`src/rtl/mem_arbiter.sv`:
```
// Two-requester arbiter sharing one memory port: A (fetch, read-only) and B (data, read/write).
// Define MEM_ARB_ROUND_ROBIN_EN for round-robin on ties; default build gives B fixed priority.
module mem_arbiter (
  input  logic        clk,
  input  logic        reset_n,
  input  logic [19:1] a_m_addr,
  input  logic        a_m_access,
  output logic        a_m_ack,
  output logic [15:0] a_m_data_in,
  input  logic [19:1] b_m_addr,
  input  logic        b_m_access,
  input  logic        b_m_wr_en,
  input  logic [1:0]  b_m_bytesel,
  input  logic [15:0] b_m_data_out,
  output logic        b_m_ack,
  output logic [15:0] b_m_data_in,
  output logic [19:1] q_m_addr,
  output logic        q_m_access,
  output logic        q_m_wr_en,
  output logic [1:0]  q_m_bytesel,
  output logic [15:0] q_m_data_out,
  input  logic        q_m_ack,
  input  logic [15:0] q_m_data_in
);

  typedef enum logic [1:0] {
    IDLE    = 2'd0,
    SERVE_A = 2'd1,
    SERVE_B = 2'd2,
    TURN    = 2'd3
  } state_t;

  state_t state;
  logic   grant_b;

`ifdef MEM_ARB_ROUND_ROBIN_EN
  // 1 when B was the last requester acked; reset value A lets B win the first tie.
  logic last_b;
`endif

  always_comb begin
    grant_b = 1'b0;
`ifdef MEM_ARB_ROUND_ROBIN_EN
    if (a_m_access && b_m_access)
      grant_b = !last_b;
    else
      grant_b = b_m_access;
`else
    grant_b = b_m_access;
`endif
  end

  // Grant is fixed on entry to SERVE_x and held until the slave acks, even if
  // the requester drops access early; TURN gives the requester a cycle to drop.
  always_ff @(posedge clk or negedge reset_n) begin
    if (!reset_n) begin
      state <= IDLE;
`ifdef MEM_ARB_ROUND_ROBIN_EN
      last_b <= 1'b0;
`endif
    end else begin
      case (state)
        IDLE: begin
          if (a_m_access || b_m_access)
            state <= grant_b ? SERVE_B : SERVE_A;
        end
        SERVE_A: begin
          if (q_m_ack) begin
            state <= TURN;
`ifdef MEM_ARB_ROUND_ROBIN_EN
            last_b <= 1'b0;
`endif
          end
        end
        SERVE_B: begin
          if (q_m_ack) begin
            state <= TURN;
`ifdef MEM_ARB_ROUND_ROBIN_EN
            last_b <= 1'b1;
`endif
          end
        end
        TURN:    state <= IDLE;
        default: state <= IDLE;
      endcase
    end
  end

  // Shared-port drive and ack/data return follow the registered state only,
  // so reset clears every output at once and stray acks outside SERVE_x vanish.
  always_comb begin
    q_m_addr     = '0;
    q_m_access   = 1'b0;
    q_m_wr_en    = 1'b0;
    q_m_bytesel  = 2'b00;
    q_m_data_out = 16'h0000;
    a_m_ack      = 1'b0;
    a_m_data_in  = 16'h0000;
    b_m_ack      = 1'b0;
    b_m_data_in  = 16'h0000;
    case (state)
      SERVE_A: begin
        q_m_addr    = a_m_addr;
        q_m_access  = 1'b1;
        q_m_bytesel = 2'b11;
        a_m_ack     = q_m_ack;
        a_m_data_in = q_m_data_in;
      end
      SERVE_B: begin
        q_m_addr     = b_m_addr;
        q_m_access   = 1'b1;
        q_m_wr_en    = b_m_wr_en;
        q_m_bytesel  = b_m_bytesel;
        q_m_data_out = b_m_data_out;
        b_m_ack      = q_m_ack;
        b_m_data_in  = q_m_data_in;
      end
      default: ;
    endcase
  end

endmodule

```
`config.mk`:
```
export PLATFORM = sky130hd
export DESIGN_NAME = mem_arbiter
export DESIGN_NICKNAME = d
export VERILOG_FILES = /design/src/rtl/mem_arbiter.sv
export SDC_FILE = /design/constraint.sdc
export NUM_CORES = 1
export LEC_CHECK = 0
export BUFFER_PORTS_ARGS = -buffer_cell sky130_fd_sc_hd__buf_2
export CORE_MARGIN = 5
export CORE_UTILIZATION = 30
export CTS_BUF_LIST = sky130_fd_sc_hd__clkbuf_4
export DETAILED_ROUTE_END_ITERATION = 10
export MAX_ROUTING_LAYER = met4
export PLACE_DENSITY = 0.95
export SETUP_SLACK_MARGIN = 0.15
export SLEW_MARGIN = 20
export SYNTH_ARGS = -nofsm -noshare
export SYNTH_HDL_FRONTEND = slang
export SYNTH_SLANG_ARGS = --single-unit
```
`constraint.sdc`:
```
create_clock -name clk -period 2.5 [get_ports clk]
set_input_delay 0.25 -clock clk [delete_from_list [all_inputs] [get_ports clk]]
set_output_delay 0.25 -clock clk [all_outputs]
set_load 0.02 [all_outputs]
```
==> results of run 1 <==
==> metrics by stage <==
step           hold slack [ns]  power [uW]
3_5_place_dp            0.0384        1990
6_report                 0.339        2040
4_1_cts                  0.334        2070
5_1_grt                  0.352        2210
3_3_place_gp            0.0352        1950
2_1_floorplan          -0.0456        1480
==> layer usage <==
metal | up-vias | part of all wire [%] | wire, um | GRT usage (%)
li1 | 690 | - | - | -
met1 | 611 | 35 | 1380 | 17.3
met3 | 0 | 8.9 | 350 | 2.45
met4 | 0 | 0 | 0 | 3.64
met5 | - | 0 | 0 | -
met2 | 63 | 56 | 2180 | 35.8
==> cell usage in the layout (no fill, tap or decap), drive strengths merged <==
| master | instances |
|---|---|
| nand2 | 1 |
| inv | 2 |
| clkbuf | 3 |
| mux2i | 3 |
| buf | 154 |
| dlygate4sd3 | 1 |
| nor2 | 1 |
| nor2b | 22 |
| o21ai | 1 |
| a22oi | 19 |
| ha | 4 |
| dfrtp | 2 |
| a21oi | 3 |
| and2 | 51 |
==> cells by family after synthesis <==
family          Yosys count  synth area share [%]
flops                     2                  5.76
simple gates             75                  54.2
mux                       3                  3.45
buf+inv                  14                  11.1
fa+ha+maj                 4                  5.76
compound gates           23                  19.7
==> synth_stat cells <==
master    instances
and2_1           51
nor2b_1          21
a22oi_1          18
clkbuf_2          4
ha_1              4
buf_6             3
mux2i_1           3
a21oi_1           2
clkbuf_1          2
dfrtp_1           2
inv_1             2
a21oi_2           1
a22oi_2           1
buf_2             1
buf_4             1
buf_8             1
nand2_1           1
nor2_1            1
nor2b_4           1
o21ai_0           1
==> worst paths after layout <==
kind	from	to	slack (ns)	cells past startpoint
worst max-delay path	state[0]$_DFFE_PN0P_	q_m_addr[12]	0.54	4
worst min-delay path	reset_n	state[0]$_DFFE_PN0P_	0.34	2
worst max register to register	state[0]$_DFFE_PN0P_	state[1]$_DFFE_PN0P_	0.81	5
worst min register to register	state[0]$_DFFE_PN0P_	state[0]$_DFFE_PN0P_	0.61	2
max in group asynchronous	reset_n	state[1]$_DFFE_PN0P_	2.06	2
min in group clk	b_m_access	state[0]$_DFFE_PN0P_	0.36	4
==> layout make-up <==
cell class | count | area (sq um) | share of cell area [%]
sequential | 2 | 50.0 | 3.07
clock buffer | 3 | 22.5 | 1.38
tap | 31 | 38.8 | 2.38
timing repair buffer | 155 | 791 | 48.4
inverter | 2 | 7.51 | 0.460
multi-input combinational | 105 | 723 | 44.3
==> power groups by stage <==
stage	logic [uW]	registers (uW)	clock network, uW
2_1_floorplan	1420	59.0	0
3_3_place_gp	1890	59.7	0
6_report	1910	60.8	71.7
4_1_cts	1930	61.0	76.8
5_1_grt	2070	63.5	79.0
3_5_place_dp	1930	61.4	0
==> timing repair <==
action,CTS,global route
endpoints found under the hold margin,2,0
endpoints found under the setup margin,0,0
hold buffers,1,0
==> results.ini, run 1 <==
[placement]
placed_cells=294
io_buffer_count=150
globalplace.congestion=0.728
dp_slack_ns=0.721
placed_area_sq_um=1600
hpwl_mm=3.31

[sta]
relSlewSlack_pct=61.5
rsz0062_at_grt=false
hold_viol=0
tns_ns=0
timing.final.ws_setup_ns=0.539
max_freq_ghz=0.510
fin_crit_sh_pct=78.4
finClkSkew_ns=0.00164
max_slew.worst_pin.slew_ns=0.578
setup_viol=0
slew_viol_final=0
period_needed_ns=1.96

[cts]
htreeDepth=1
tritoncts=done
post_cts_resized=0
clk_latency_ns=0.22
clkSinkCount=2
clock_path_buffers=2
root_buffer=clkbuf_4
clk_pin_slew_ns=0.03
cts-buffers-inserted=3
cts_setup_buffers=0

[setup_path]
crit_family=adder cells
cp.arrival_ns=1.71
cp_data_required_time_ns=2.25
worst_setup_path_start_kind=register
worst-path-buf-inv=2
crit_path_end_kind=output pin
slowest_delay_ns=0.67
crit_type=reg -> out
crit_slowest_cell=ha_1
crit_fanout=25
crit_path_cell_trace=inv_1, ha_1, nor2b_1, buf_2

[yosys]
syn_area_per_cell_sq_um=7.19
syn_inst=121
netlist-cell-type-count=20
synth-seq-cells=2
synth_nets=203
yosys_warnings=0
synth.area.top_cells=and2_1 37%, a22oi_1 16%, nor2b_1 15%
yosysTopAreaCell=and2_1
syn_area_sq_um=870
synth_top_area_share_pct=36.7
yosysSeqAreaShare_pct=5.76

[die]
die_w_um=63.8
core_region_area_sq_um=2760
dieArea_sq_um=4080
die_h_um=63.8
ios=151
initial_utilization_pct=31.5
num_rows=19

[pwr]
power_per_cell_area_nw_per_um2=1250
vdd_drop_max_mv=0.897
pwr-share-clk_pct=3.5
power_frac_comb_pct=93.5
swShare_pct=58.3
seqPwrFrac_pct=3.0
internal_power_uw=851
netSwitchingPower_uw=1190
leakagePower_uw=0.00103

[grt]
grt_pass1_vias=1352
grt_pass1_wl_mm=5.98
grt_max_degree=34
antenna_found_initial=0
grt_overflow=0
gr-usage-all-layers_pct=17.7

[outcome]
status=complete, no violations

[drt]
vias=1364
drt_iter0_drc=40
drc=0
drtAntennaViolNets=0
via_per_inst=4.58
dr.pass1.iters=4
drt_wl_total_mm=3.91
wire_per_inst_um=13.1

[finish]
area_growth_pct=87.8
drive_gt1_share_pct=59.9
final_cells=298
reg_top3=state: 2 flops
largest_reg_flops=2
fin_nets=351
fillCellCount=271
finish.instance_area_sq_um=1630
fin_util_pct=59.2
antenna_cells=0
largest-register=state

[worst_hold_path]
hold_class=in -> async

[run]
drv_cap=0

Note: power is estimated with default switching activity, not from simulation.
==> run 2: changes to the inputs <==
--- a/config.mk
+++ b/config.mk
@@ -7,11 +7,11 @@
 export LEC_CHECK = 0
 export BUFFER_PORTS_ARGS = -buffer_cell sky130_fd_sc_hd__buf_2
 export CORE_MARGIN = 5
-export CORE_UTILIZATION = 30
+export CORE_UTILIZATION = 25
 export CTS_BUF_LIST = sky130_fd_sc_hd__clkbuf_4
 export DETAILED_ROUTE_END_ITERATION = 10
 export MAX_ROUTING_LAYER = met4
-export PLACE_DENSITY = 0.95
+export PLACE_DENSITY = 0.86
 export SETUP_SLACK_MARGIN = 0.15
 export SLEW_MARGIN = 20
 export SYNTH_ARGS = -nofsm -noshare
==> constraint.sdc (replaced) <==
create_clock -name clk -period 1.6 [get_ports clk]
set_input_delay 0.16 -clock clk [delete_from_list [all_inputs] [get_ports clk]]
set_output_delay 0.16 -clock clk [all_outputs]
set_load 0.02 [all_outputs]
==> run 2 against run 1 <==
Net effect:
- the flow now finishes with violations (negative setup slack)
- die area rose by 17%
- sequential cell count did not move
- first-iteration DRC count rose by 23%
- utilization rose by 20 points
- largest power group unchanged
==> results.ini, run 2 (same netlist as run 1, synthesis figures left out) <==
[setup_path]
crit_fanout=6  ; was 25
crit_path_end_kind=output pin  ; unchanged
crit_path_cell_trace=buf_4, ha_4, clkbuf_16, a22oi_2, nor2b_1, buf_4  ; was inv_1, ha_1, nor2b_1, buf_2
worst-path-buf-inv=3  ; was 2
crit_path_frequent_cell=buf_4
crit_family=buffers and inverters  ; was adder cells
worst_setup_path_start_kind=register  ; unchanged
cp.arrival_ns=1.52  ; was 1.71 ns
crit_type=reg -> out  ; unchanged
cp_data_required_time_ns=1.44  ; was 2.25 ns
crit_slowest_cell=dfrtp_1  ; was ha_1
slowest_delay_ns=0.37  ; was 0.67 ns

[cts]
root_buffer=clkbuf_4  ; unchanged
clock_path_buffers=2  ; unchanged
clkSinkCount=2  ; unchanged
clk_pin_slew_ns=0.03  ; about the same
clk_latency_ns=0.23  ; was 0.22 ns
htreeDepth=1  ; unchanged
cts-buffers-inserted=3  ; unchanged
tritoncts=done  ; unchanged

[sta]
timing.final.ws_setup_ns=-0.0802  ; was 0.539 ns
rsz0062_at_grt=true  ; was false
slew_viol_final=0  ; unchanged
hold_viol=0  ; unchanged
tns_ns=-0.836  ; was 0 ns
fin_crit_sh_pct=105
finClkSkew_ns=0.00318  ; was 0.00164 ns
setup_viol=23  ; was 0
max_slew.worst_pin.slew_ns=0.234  ; was 0.578 ns
holdWs_ns=0.243  ; was 0.339 ns
max_freq_ghz=0.595
relSlewSlack_pct=84.3  ; was 61.5%
period_needed_ns=1.68

[drt]
via_per_inst=4.77  ; was 4.58
dr.pass1.iters=4  ; unchanged
drt_wl_total_mm=5.65  ; was 3.91 mm
drt_iter0_drc=49  ; was 40
wire_per_inst_um=17.1  ; was 13.1 um
drc=0  ; unchanged
vias=1574  ; was 1364
drtAntennaViolNets=0  ; unchanged

[run]
drv_cap=0  ; unchanged

[placement]
placed_area_sq_um=1700  ; was 1600 sq um
hpwl_mm=3.27  ; was 3.31 mm
io_buffer_count=150  ; unchanged
globalplace.congestion=0.702  ; was 0.728

[grt]
grt_pass1_wl_mm=6.79  ; was 5.98 mm
grt_overflow=0  ; unchanged
grt_max_degree=26  ; was 34
grt_pass1_vias=1457  ; was 1352
antenna_found_initial=0  ; unchanged
gr-usage-all-layers_pct=19.6  ; was 17.7%

[outcome]
violations=negative setup slack
status=finished, violations left  ; was complete, no violations

[finish]
fin_nets=368  ; was 351
final_cell_mix=92 x buf_2, 61 x buf_6, 34 x and2_4  ; was 150 x buf_2, 51 x and2_1, 21 x nor2b_1
largest_reg_flops=2  ; unchanged
layout_commonest_cell=buf_2  ; unchanged
fin_util_pct=79.7  ; was 59.2%
reg_top3=state: 2 flops  ; unchanged
area_growth_pct=208  ; was 87.8%
finish.instance_area_sq_um=2680  ; was 1630 sq um
drive_gt1_share_pct=90.1  ; was 59.9%
largest-register=state  ; unchanged
antenna_cells=0  ; unchanged

[die]
initial_utilization_pct=25.9  ; was 31.5%
die_w_um=69.0  ; was 63.8 um
core_region_area_sq_um=3360  ; was 2760 sq um
num_rows=21  ; was 19
ios=151  ; unchanged
dieArea_sq_um=4760  ; was 4080 sq um
die_h_um=69.0  ; was 63.8 um

[worst_hold_path]
hold_class=in -> async  ; unchanged

[pwr]
leakagePower_uw=0.00135  ; was 0.00103 uW
finalPower_uw=6030  ; was 2040 uW
vdd_drop_max_mv=1.53  ; was 0.897 mV
power_per_cell_area_nw_per_um2=2250  ; was 1250 nW/um^2

-- run 2: per-layer routing --
layer	wire (um)	vias to the layer above	track usage (%)
li1	-	731	-
met1	1780	742	18.4
met2	3250	89	39.6
met3	516	12	3.24
met4	107	0	6.33
met5	0	-	-
-- run 2: worst paths after layout --
| path | start | end | slack (ns) | cells after the start |
|---|---|---|---|---|
| worst max-delay path | state[0]$_DFFE_PN0P_ | q_m_addr[1] | -0.08 | 6 |
| worst min-delay path | reset_n | state[1]$_DFFE_PN0P_ | 0.24 | 2 |
| max in group asynchronous | reset_n | state[0]$_DFFE_PN0P_ | 1.26 | 2 |
| min in group clk | b_m_access | state[0]$_DFFE_PN0P_ | 0.27 | 4 |
| worst max register to register | state[0]$_DFFE_PN0P_ | state[0]$_DFFE_PN0P_ | 0.14 | 7 |
| worst min register to register | state[1]$_DFFE_PN0P_ | state[1]$_DFFE_PN0P_ | 0.76 | 3 |
-- run 2: what timing repair did --
action | 4_1_cts | 5_1_grt
setup buffers | 8 | 1
hold endpoints to repair | 2 | 0
hold buffers | 1 | 0
cloned | 4 | 4
pin swaps | 13 | 20
setup endpoints to repair | 75 | 75
gates resized for setup | 110 | 87
-- run 2: area by class of cell --
cell class	count	area, sq um
inverters	2	7.51
flip-flops and latches	2	50.0
clock buffers	3	22.5
fillers	239	684
repair buffers	172	1500
well taps	46	57.6
multi-input cells	105	1040
-- run 2: through the flow --
stage / setup WS (ns) / instances
after floorplan: 0.129 / 121
after global placement: 0.133 / 309
after detailed placement: 0.0683 / 309
after CTS: -0.0464 / 325
after global routing: -0.139 / 330
final: -0.0802 / 330
-- run 2: worst register-to-register path, cell delays in order (launching register included) --
cell and delay [ns]:
dfrtp_1 0.37, inv_2 0.11, buf_12 0.11, ha_4 0.20, buf_6 0.13, nor2b_4 0.12
a21oi_4 0.14, mux2i_1 0.19
-- run 2: report_power, final --
group	switching (uW)	internal, uW
Sequential	22.5	81.0
Clock	35.4	83.3
Combinational	2580	3230
